**src/rtl/ps2_key_fifo.sv**
```systemverilog
// Packs decoded PS/2 characters into processor words, queues them in a FIFO,
// and exposes a pop-on-read data register plus a status register with sticky error flags.
module ps2_key_fifo #(
  parameter int WORD_SIZE     = 32,
  parameter int ASCII_SIZE    = 8,
  parameter int FIFO_DEPTH    = 4,
  parameter int BASE_ADD      = 0,
  parameter int FLUSH_TIMEOUT = 1000000
) (
  input  logic                  clk,
  input  logic                  rst,
  input  logic                  keyValid,
  input  logic [ASCII_SIZE-1:0] keyData,
  input  logic                  keyError,
  input  logic [WORD_SIZE-1:0]  addIn,
  input  logic                  rdEn,
  output logic [WORD_SIZE-1:0]  dataOut,
  output logic                  irq,
  output logic                  overflow
);

  localparam int CPW  = WORD_SIZE / ASCII_SIZE;
  localparam int IDXW = (CPW > 2) ? $clog2(CPW) : 1;
  localparam int TW   = (FLUSH_TIMEOUT > 2) ? $clog2(FLUSH_TIMEOUT) : 1;
  localparam int PW   = $clog2(FIFO_DEPTH);
  localparam int CW   = PW + 1;

  typedef enum logic {EMPTY, PACKING} pack_state_t;

  pack_state_t           state_q, state_d;
  logic [IDXW-1:0]       idx_q, idx_d;
  logic [TW-1:0]         tmo_q, tmo_d;
  logic [WORD_SIZE-1:0]  word_q, word_d, lane_word;
  logic                  push, err_evt;
  logic [WORD_SIZE-1:0]  push_dat;

  logic [WORD_SIZE-1:0]  mem_q [FIFO_DEPTH];
  logic [PW-1:0]         wr_ptr_q, rd_ptr_q;
  logic [CW-1:0]         count_q, count_d;
  logic                  err_q, ovf_q, irq_q;
  logic [WORD_SIZE-1:0]  dout_q, status;
  logic                  data_rd, stat_rd, pop, full, push_ok, drop;

  // Packer: keyError outranks keyValid, which outranks the idle timeout.
  always_comb begin
    state_d   = state_q;
    idx_d     = idx_q;
    tmo_d     = tmo_q;
    word_d    = word_q;
    push      = 1'b0;
    push_dat  = word_q;
    err_evt   = 1'b0;
    lane_word = word_q;
    lane_word[idx_q*ASCII_SIZE +: ASCII_SIZE] = keyData;
    if (keyError) begin
      err_evt = 1'b1;
      state_d = EMPTY;
      idx_d   = '0;
      tmo_d   = '0;
      word_d  = '0;
    end else if (keyValid) begin
      tmo_d = '0;
      if (idx_q == IDXW'(CPW-1)) begin
        push     = 1'b1;
        push_dat = lane_word;
        word_d   = '0;
        idx_d    = '0;
        state_d  = EMPTY;
      end else begin
        word_d  = lane_word;
        idx_d   = idx_q + IDXW'(1);
        state_d = PACKING;
      end
    end else if (state_q == PACKING) begin
      if (tmo_q == TW'(FLUSH_TIMEOUT-1)) begin
        push     = 1'b1;
        push_dat = word_q;
        word_d   = '0;
        idx_d    = '0;
        tmo_d    = '0;
        state_d  = EMPTY;
      end else begin
        tmo_d = tmo_q + TW'(1);
      end
    end
  end

  assign data_rd = rdEn && (addIn == WORD_SIZE'(BASE_ADD));
  assign stat_rd = rdEn && (addIn == WORD_SIZE'(BASE_ADD + 1));
  assign pop     = data_rd && (count_q != '0);
  assign full    = (count_q == CW'(FIFO_DEPTH));
  assign push_ok = push && (!full || pop);
  assign drop    = push && full && !pop;
  assign count_d = count_q + CW'(push_ok) - CW'(pop);

  always_comb begin
    status        = '0;
    status[15:8]  = 8'(count_q);
    status[7:3]   = 5'(idx_q);
    status[2]     = err_q;
    status[1]     = ovf_q;
    status[0]     = (count_q == '0);
  end

  always_ff @(posedge clk or posedge rst) begin
    if (rst) begin
      state_q  <= EMPTY;
      idx_q    <= '0;
      tmo_q    <= '0;
      word_q   <= '0;
      wr_ptr_q <= '0;
      rd_ptr_q <= '0;
      count_q  <= '0;
      err_q    <= 1'b0;
      ovf_q    <= 1'b0;
      irq_q    <= 1'b0;
      dout_q   <= '0;
    end else begin
      state_q <= state_d;
      idx_q   <= idx_d;
      tmo_q   <= tmo_d;
      word_q  <= word_d;
      count_q <= count_d;
      irq_q   <= (count_d != '0);
      // A fresh event in the same cycle as a status read keeps the flag set.
      err_q   <= (err_q && !stat_rd) || err_evt;
      ovf_q   <= (ovf_q && !stat_rd) || drop;
      if (push_ok) wr_ptr_q <= wr_ptr_q + PW'(1);
      if (pop)     rd_ptr_q <= rd_ptr_q + PW'(1);
      if (data_rd)      dout_q <= pop ? mem_q[rd_ptr_q] : '0;
      else if (stat_rd) dout_q <= status;
    end
  end

  always_ff @(posedge clk) begin
    if (push_ok) mem_q[wr_ptr_q] <= push_dat;
  end

  assign dataOut  = dout_q;
  assign irq      = irq_q;
  assign overflow = ovf_q;

endmodule

```
**config.mk**
```make
export PLATFORM = sky130hd
export DESIGN_NAME = ps2_key_fifo
export DESIGN_NICKNAME = d
export VERILOG_FILES = /design/src/rtl/ps2_key_fifo.sv
export SDC_FILE = /design/constraint.sdc
export NUM_CORES = 1
export LEC_CHECK = 0
export CORE_MARGIN = 3
export CORE_UTILIZATION = 45
export CTS_BUF_LIST = sky130_fd_sc_hd__clkbuf_16
export DETAILED_ROUTE_END_ITERATION = 8
export GPL_TIMING_DRIVEN = 1
export PLACE_DENSITY = 0.68
export SKIP_CTS_REPAIR_TIMING = 1
export SYNTH_ARGS = -nofsm -noshare
export SYNTH_HDL_FRONTEND = slang
export SYNTH_SLANG_ARGS = --single-unit
```
**constraint.sdc**
```tcl
create_clock -name clk -period 4 [get_ports clk]
set_clock_uncertainty 0.15 [all_clocks]
set_input_delay 0.8 -clock clk [delete_from_list [all_inputs] [get_ports clk]]
set_output_delay 0.8 -clock clk [all_outputs]
set_load 0.05 [all_outputs]
```
## Word-level counts from Yosys, hierarchy flattened

Memory sizes are Yosys's and may differ from the RTL's.
Cells that the tools add are included.

| word-level totals | value |
|---|---|
| logic and storage cells | 81 |
| memories | 1 |
| input bits | 45 |
| register bits | 97 |
| bits in writable memories | 128 |
| output and inout port bits | 34 |

Memory list:

| name | words | width | read ports | clocked after Yosys merged registers in | wr ports | line | RTL |
|---|---|---|---|---|---|---|---|
| mem_q | 4 | 32 | 1 | 0 | 1 | 37 | `logic [WORD_SIZE-1:0] mem_q [FIFO_DEPTH];` |

| operators by class | value |
|---|---|
| equal/unequal tests | 4 |
| $add $sub $neg | 7 |
| shifts and indexed selects | 2 |
| reduce and logical (&&, ||, !) cells | 22 |
| muxes and demuxes | 34 |

Operator list:

| operator | count |
|---|---|
| $mux 32 | 11 |
| $mux 20 | 4 |
| $neg 5->34 | 1 |
| $shift 8x34->32 const A | 1 |
| $shiftx 8x34->32 | 1 |
| $bwmux 32 | 1 |
| $eq 32x1->1 const B | 1 |
| $logic_not 32->1 | 1 |
| $add 20x1->20 const B | 1 |
| $eq 20x20->1 const B | 1 |
| $mux 1 | 13 |
| $reduce_bool 3->1 | 4 |
| $mux 2 | 5 |
| $logic_and 1x1->1 | 8 |
| $add 2x1->2 const B | 3 |
| $add 3x1->3 | 1 |
| $eq 3x3->1 const B | 1 |
| $logic_not 1->1 | 3 |
| $logic_not 3->1 | 1 |
| $logic_or 1x1->1 | 3 |
| $sub 3x1->3 | 1 |
| $eq 2x2->1 const B | 1 |
| $reduce_and 2->1 | 1 |
| $reduce_bool 2->1 | 1 |

## Depth between registers and ports, before layout

| depth | value |
|---|---|
| depth in word-level cells | 9 |
| mapped depth | 13 |
| depth with buffers taken out | 13 |

## Worst setup path before layout

Ideal clock, no wire load.

| timing path | value |
|---|---|
| path type | input port to flip-flop |
| start | input addIn[31] |
| end | register irq_q, in the netlist irq |
| required time | 3,719 ps |
| data arrival time | 3,102 ps |
| buffers on the path | 0 |
| cell stages on the path | 12 |
| slack | 617 ps |
| cell sequence | nor4b_1 > nand4_1 > nor3_1 > o22a_2 > inv_1 > ha_1 > inv_1 > ha_1 > fa_1 > xor2_1 > xnor2_1 > or3_1 |

| between the ends | value |
|---|---|
| cells in the longest elaborated chain, start to end | 8 |

Ends and longest elaborated chain:

| item | line | RTL |
|---|---|---|
| from (decl) | 15 | `input logic [WORD_SIZE-1:0] addIn,` |
| $logic_not 32->1 * | 88 | `assign data_rd = rdEn && (addIn == WORD_SIZE'(BASE_ADD));` |
| $logic_and 1x1->1 * | 88 |  |
| $logic_and 1x1->1 * | 90 | `assign pop = data_rd && (count_q != '0);` |
| $logic_or 1x1->1 | 92 | `assign push_ok = push && (!full \|\| pop);` |
| $logic_and 1x1->1 | 92 |  |
| $add 3x1->3 | 94 | `assign count_d = count_q + CW'(push_ok) - CW'(pop);` |
| $sub 3x1->3 * | 94 |  |
| net count_d[2] | 39 | `logic [CW-1:0] count_q, count_d;` |
| $reduce_bool 3->1 * | 124 | `irq_q <= (count_d != '0);` |
| to (signal assigned) | 124 |  |
| to (decl) | 40 | `logic err_q, ovf_q, irq_q;` |

The timed path passes the listed nets; every way through them passes the cells marked *.
A chain may end at the register's enable or synchronous reset.

## Worst setup path in the final report

| timing path | value |
|---|---|
| start | register tmo_q[7] |
| end | register irq_q, in the netlist irq |

| between the ends | value |
|---|---|
| cells in the longest elaborated chain, start to end | 9 |

Ends and longest elaborated chain:

| item | line | RTL |
|---|---|---|
| from (decl) | 32 | `logic [TW-1:0] tmo_q, tmo_d;` |
| from (signal assigned) | 121 | `tmo_q <= tmo_d;` |
| $eq 20x20->1 | 75 | `if (tmo_q == TW'(FLUSH_TIMEOUT-1)) begin` |
| $mux 1 | 75 |  |
| $mux 1 | 74 | `end else if (state_q == PACKING) begin` |
| $mux 1 | 61 | `end else if (keyValid) begin` |
| $mux 1 | 55 | `if (keyError) begin` |
| $logic_and 1x1->1 | 92 |  |
| $add 3x1->3 | 94 |  |
| $sub 3x1->3 | 94 |  |
| net count_d[2] | 39 |  |
| $reduce_bool 3->1 | 124 |  |

The timed path passes the listed nets, and every way through them passes these cells.

==> impl_metrics.csv <==
group,metric,value,unit
status,status,"completed",
final_layout,drive_gt1_frac,0.134,
detailed_routing,routed_wirelength,20.0,mm
worst_setup_path,cpMaxStageDelayCell,"nor3_1",
floorplanning,rows,51,
logic_synthesis,yosys.area.top_type_share,0.413,
placement,place.gp.congestion,0.835,
clocking,cts-htree-levels,1,
global_route,grtUsageTotal,0.182,
logic_synthesis,syn_area_per_cell,14.6,µm²
power_and_ir_drop,power_frac_comb,0.044,
global_route,grt_max_degree,67,
logic_synthesis,synth_edf_count,128,
timing,relSlewSlack,0.414,
detailed_routing,wl_per_cell,19.9,µm
placement,dpl.hpwl,12.7,mm
worst_setup_path,endpoint_kind,"flip-flop",
flow_run,maxCapViolCount,0,
placement,io_buffers,78,
timing,worstMarginPinSlew,0.879,ns
final_layout,nets,782,
worst_setup_path,crit_chain,"nor4_1, nand4_1, nor3_1, o22a_2, inv_1, ha_1, inv_1, ha_1, fa_1, xor2_1, xnor2_1, or3_1",
global_route,grt-ovfl-total,0,
detailed_routing,route.detailed.drc,0,
power_and_ir_drop,p_clk_frac,0.444,
clocking,cts-buffers-inserted,24,
clocking,clkLatencyLatePin,0.52,ns
logic_synthesis,ys_ff_latch,225,
final_layout,layout.cells.non_filler,1006,
worst_setup_path,cp_slowest_stage_delay,0.46,ns
timing,drv_slew,0,
timing,period_needed,3.63,ns
clocking,cts_tree,"yes",
power_and_ir_drop,switchingPower,0.00104,W
logic_synthesis,netlist_instances,635,
worst_setup_path,crit_type,"reg -> reg",
power_and_ir_drop,internal_power,0.00385,W
timing,rsz0062_at_grt,"no",
floorplanning,die-area,22400,µm²
floorplanning,start_util,0.467,
worst_setup_path,reg2regPathDepth,12,
power_and_ir_drop,power_frac_seq,0.512,
logic_synthesis,synth.area.top_cells,"edfxtp_1 41%, dfrtp_1 26%, mux4_2 7.8%",
placement,dp_cells,962,
global_route,grt_pass1_wl,32.2,mm
final_layout,ff_latch_area,6270,µm²
clocking,clk_pin_slew,0.06,ns
detailed_routing,via_per_inst,5.74,
logic_synthesis,synthesis.nets,694,
logic_synthesis,synth_seq_area_share,0.674,
clocking,cts.sink_count,225,
floorplanning,io_pins,79,
timing,fmax,276,MHz
global_route,grt_pass1_vias,6029,
power_and_ir_drop,p_per_area,436,nW/µm²
detailed_routing,vias,5770,
floorplanning,die_h,150,µm
final_layout,fillers,1605,
power_and_ir_drop,p_leak,4.42,nW
min_path,min_path_type,"reg -> reg",
clocking,clock-root-buffer,"clkbuf_16",
detailed_routing,drtIter0Drc,385,
min_path,worstHoldPathCells,2,
logic_synthesis,yosys_warnings,0,
floorplanning,die_w,150,µm
timing,hold_viol,0,
logic_synthesis,synth.distinct_cells,47,
clocking,clockBufferDepth,3,
worst_setup_path,crit_arrival,3.87,ns
timing,setup_violations,0,
power_and_ir_drop,sw_frac_of_total,0.212,
logic_synthesis,synth_flop_cell,"edfxtp_1",
logic_synthesis,synth_area,9300,µm²
logic_synthesis,yosysTopAreaCell,"edfxtp_1",
final_layout,area_delta_synth_final,20.4,%
power_and_ir_drop,vdd_drop_max,0.000254,V
worst_setup_path,worst-path-max-fanout,5,
final_layout,multiInputGateArea,2830,µm²
global_route,antenna_found_initial,0,
detailed_routing,ant_nets,0,
power_and_ir_drop,p_total,0.00488,W
worst_setup_path,critPathLaunchType,"flip-flop",
detailed_routing,first_pass_iters,5,
timing,fin_crit_sh,0.906,
worst_setup_path,critPathRequiredTime,4.24,ns
floorplanning,core-area,19900,µm²
final_layout,diodes,0,
logic_synthesis,ys_async_sr_fraction,0.431,
critical path, delay by kind of cell (launching register included):
| kind | cells | cell delay [ns] |
|---|---|---|
| simple gates | 4 | 1.46 |
| buf+inv | 2 | 0.09 |
| fa+ha+maj | 3 | 0.83 |
| xor+xnor | 2 | 0.30 |
| compound gates | 1 | 0.25 |
| flops | 1 | 0.43 |
final timing paths:
path / startpoint / to / slack (ns)
worst max-delay path: tmo_q[7] / irq / 0.37
worst min-delay path: dataOut[29] / dataOut[29] / 0.32
worst max register to register: tmo_q[7] / irq / 0.37
worst min register to register: dataOut[29] / dataOut[29] / 0.32
max in group asynchronous: rst / tmo_q[18] / 2.22
min in group asynchronous: rst / count_q[1] / 0.67
through the flow:
step	util	setup TNS (ns)	instance area (µm²)	hold WS [ns]	setup slack, ns
after global routing	0.562	0	11200	0.343	0.118
after floorplan	-	0	9300	0.300	0.516
after CTS	0.562	0	11200	0.328	0.429
final	0.562	0	11200	0.322	0.374
after global placement	0.523	0	10400	0.308	0.0500
after detailed placement	0.523	-0.0817	10400	0.313	-0.0817
sequential cells by signal (all words and copies together), names as in the netlist:
name	flops
mem_q	128
rd_ptr_q	2
dataOut	32
err_q	1
wr_ptr_q	2
overflow	1
irq	1
tmo_q	20
count_q	3
word_q	32
idx_q	2
state_q	1
Yosys cell counts (2+ instances only):
library cell / number
a21oi_1: 5
a221oi_1: 7
a22o_1: 64
and2_1: 6
and3_1: 2
and3b_1: 2
and4_1: 2
buf_1: 8
buf_2: 8
buf_4: 2
clkbuf_1: 16
dfrtp_1: 97
edfxtp_1: 128
ha_1: 13
inv_1: 14
mux2_2: 2
mux4_2: 32
nand2_1: 65
nand3_1: 33
nand4_1: 8
nor2_1: 46
nor3_1: 11
nor4_1: 9
o21ai_0: 6
o21ai_1: 4
or2_2: 2
or3_1: 6
xnor2_1: 12
xor2_1: 7
metal layers:
metal | part of all wire | global-route usage
met4 | 0.020 | 0.0444
met5 | 0 | 0
met1 | 0.42 | 0.241
met3 | 0.058 | 0.0336
met2 | 0.50 | 0.316
cells by family (layout without fill, tap and decap cells):
family	Yosys count	after routing	share of synthesized area
xor+xnor	19	19	0.0179
mux	35	35	0.0810
buf+inv	48	154	0.0213
fa+ha+maj	14	14	0.0196
flops	225	225	0.674
simple gates	200	200	0.102
compound gates	94	94	0.0836
power by group through the flow:
stage          clock [W]  combinational, W  sequential, W
2_1_floorplan          0          0.000115        0.00254
3_3_place_gp           0          0.000203        0.00254
3_5_place_dp           0          0.000214        0.00254
4_1_cts          0.00221          0.000217        0.00250
5_1_grt          0.00231          0.000237        0.00250
6_report         0.00217          0.000215        0.00250
layout make-up:
class,count,area share
Sequential cell,225,0.561
Timing Repair Buffer,96,0.0818
Multi-Input combinational cell,362,0.253
Clock buffer,24,0.0537
Inverter,14,0.00492
Clock inverter,20,0.0162
Tap cell,265,0.0296
layout by cell type, fill, tap and decap left out, types with 2 or more instances in the layout:
cell             count
or3_1                6
clkbuf_16           24
or2_2                2
clkinv_1             4
nand4_1              8
buf_4               18
and3_1               2
dfrtp_2              2
a21oi_1              5
nor3_1              11
edfxtp_1           128
mux2_2               2
dfrtp_1             95
clkdlybuf4s50_1     78
ha_1                13
and4_1               2
o21ai_0              6
xnor2_1             12
a221oi_1             7
nor2_1              44
and2_1               6
nand2_1             65
mux4_2              32
o21ai_1              4
nor4_1               9
inv_1               18
nand3_1             33
nor2_2               2
bufinv_16            3
xor2_1               7
a22o_1              64
and3b_1              2
clkinv_2             5
No activity file was read; power rests on OpenSTA's default activity.
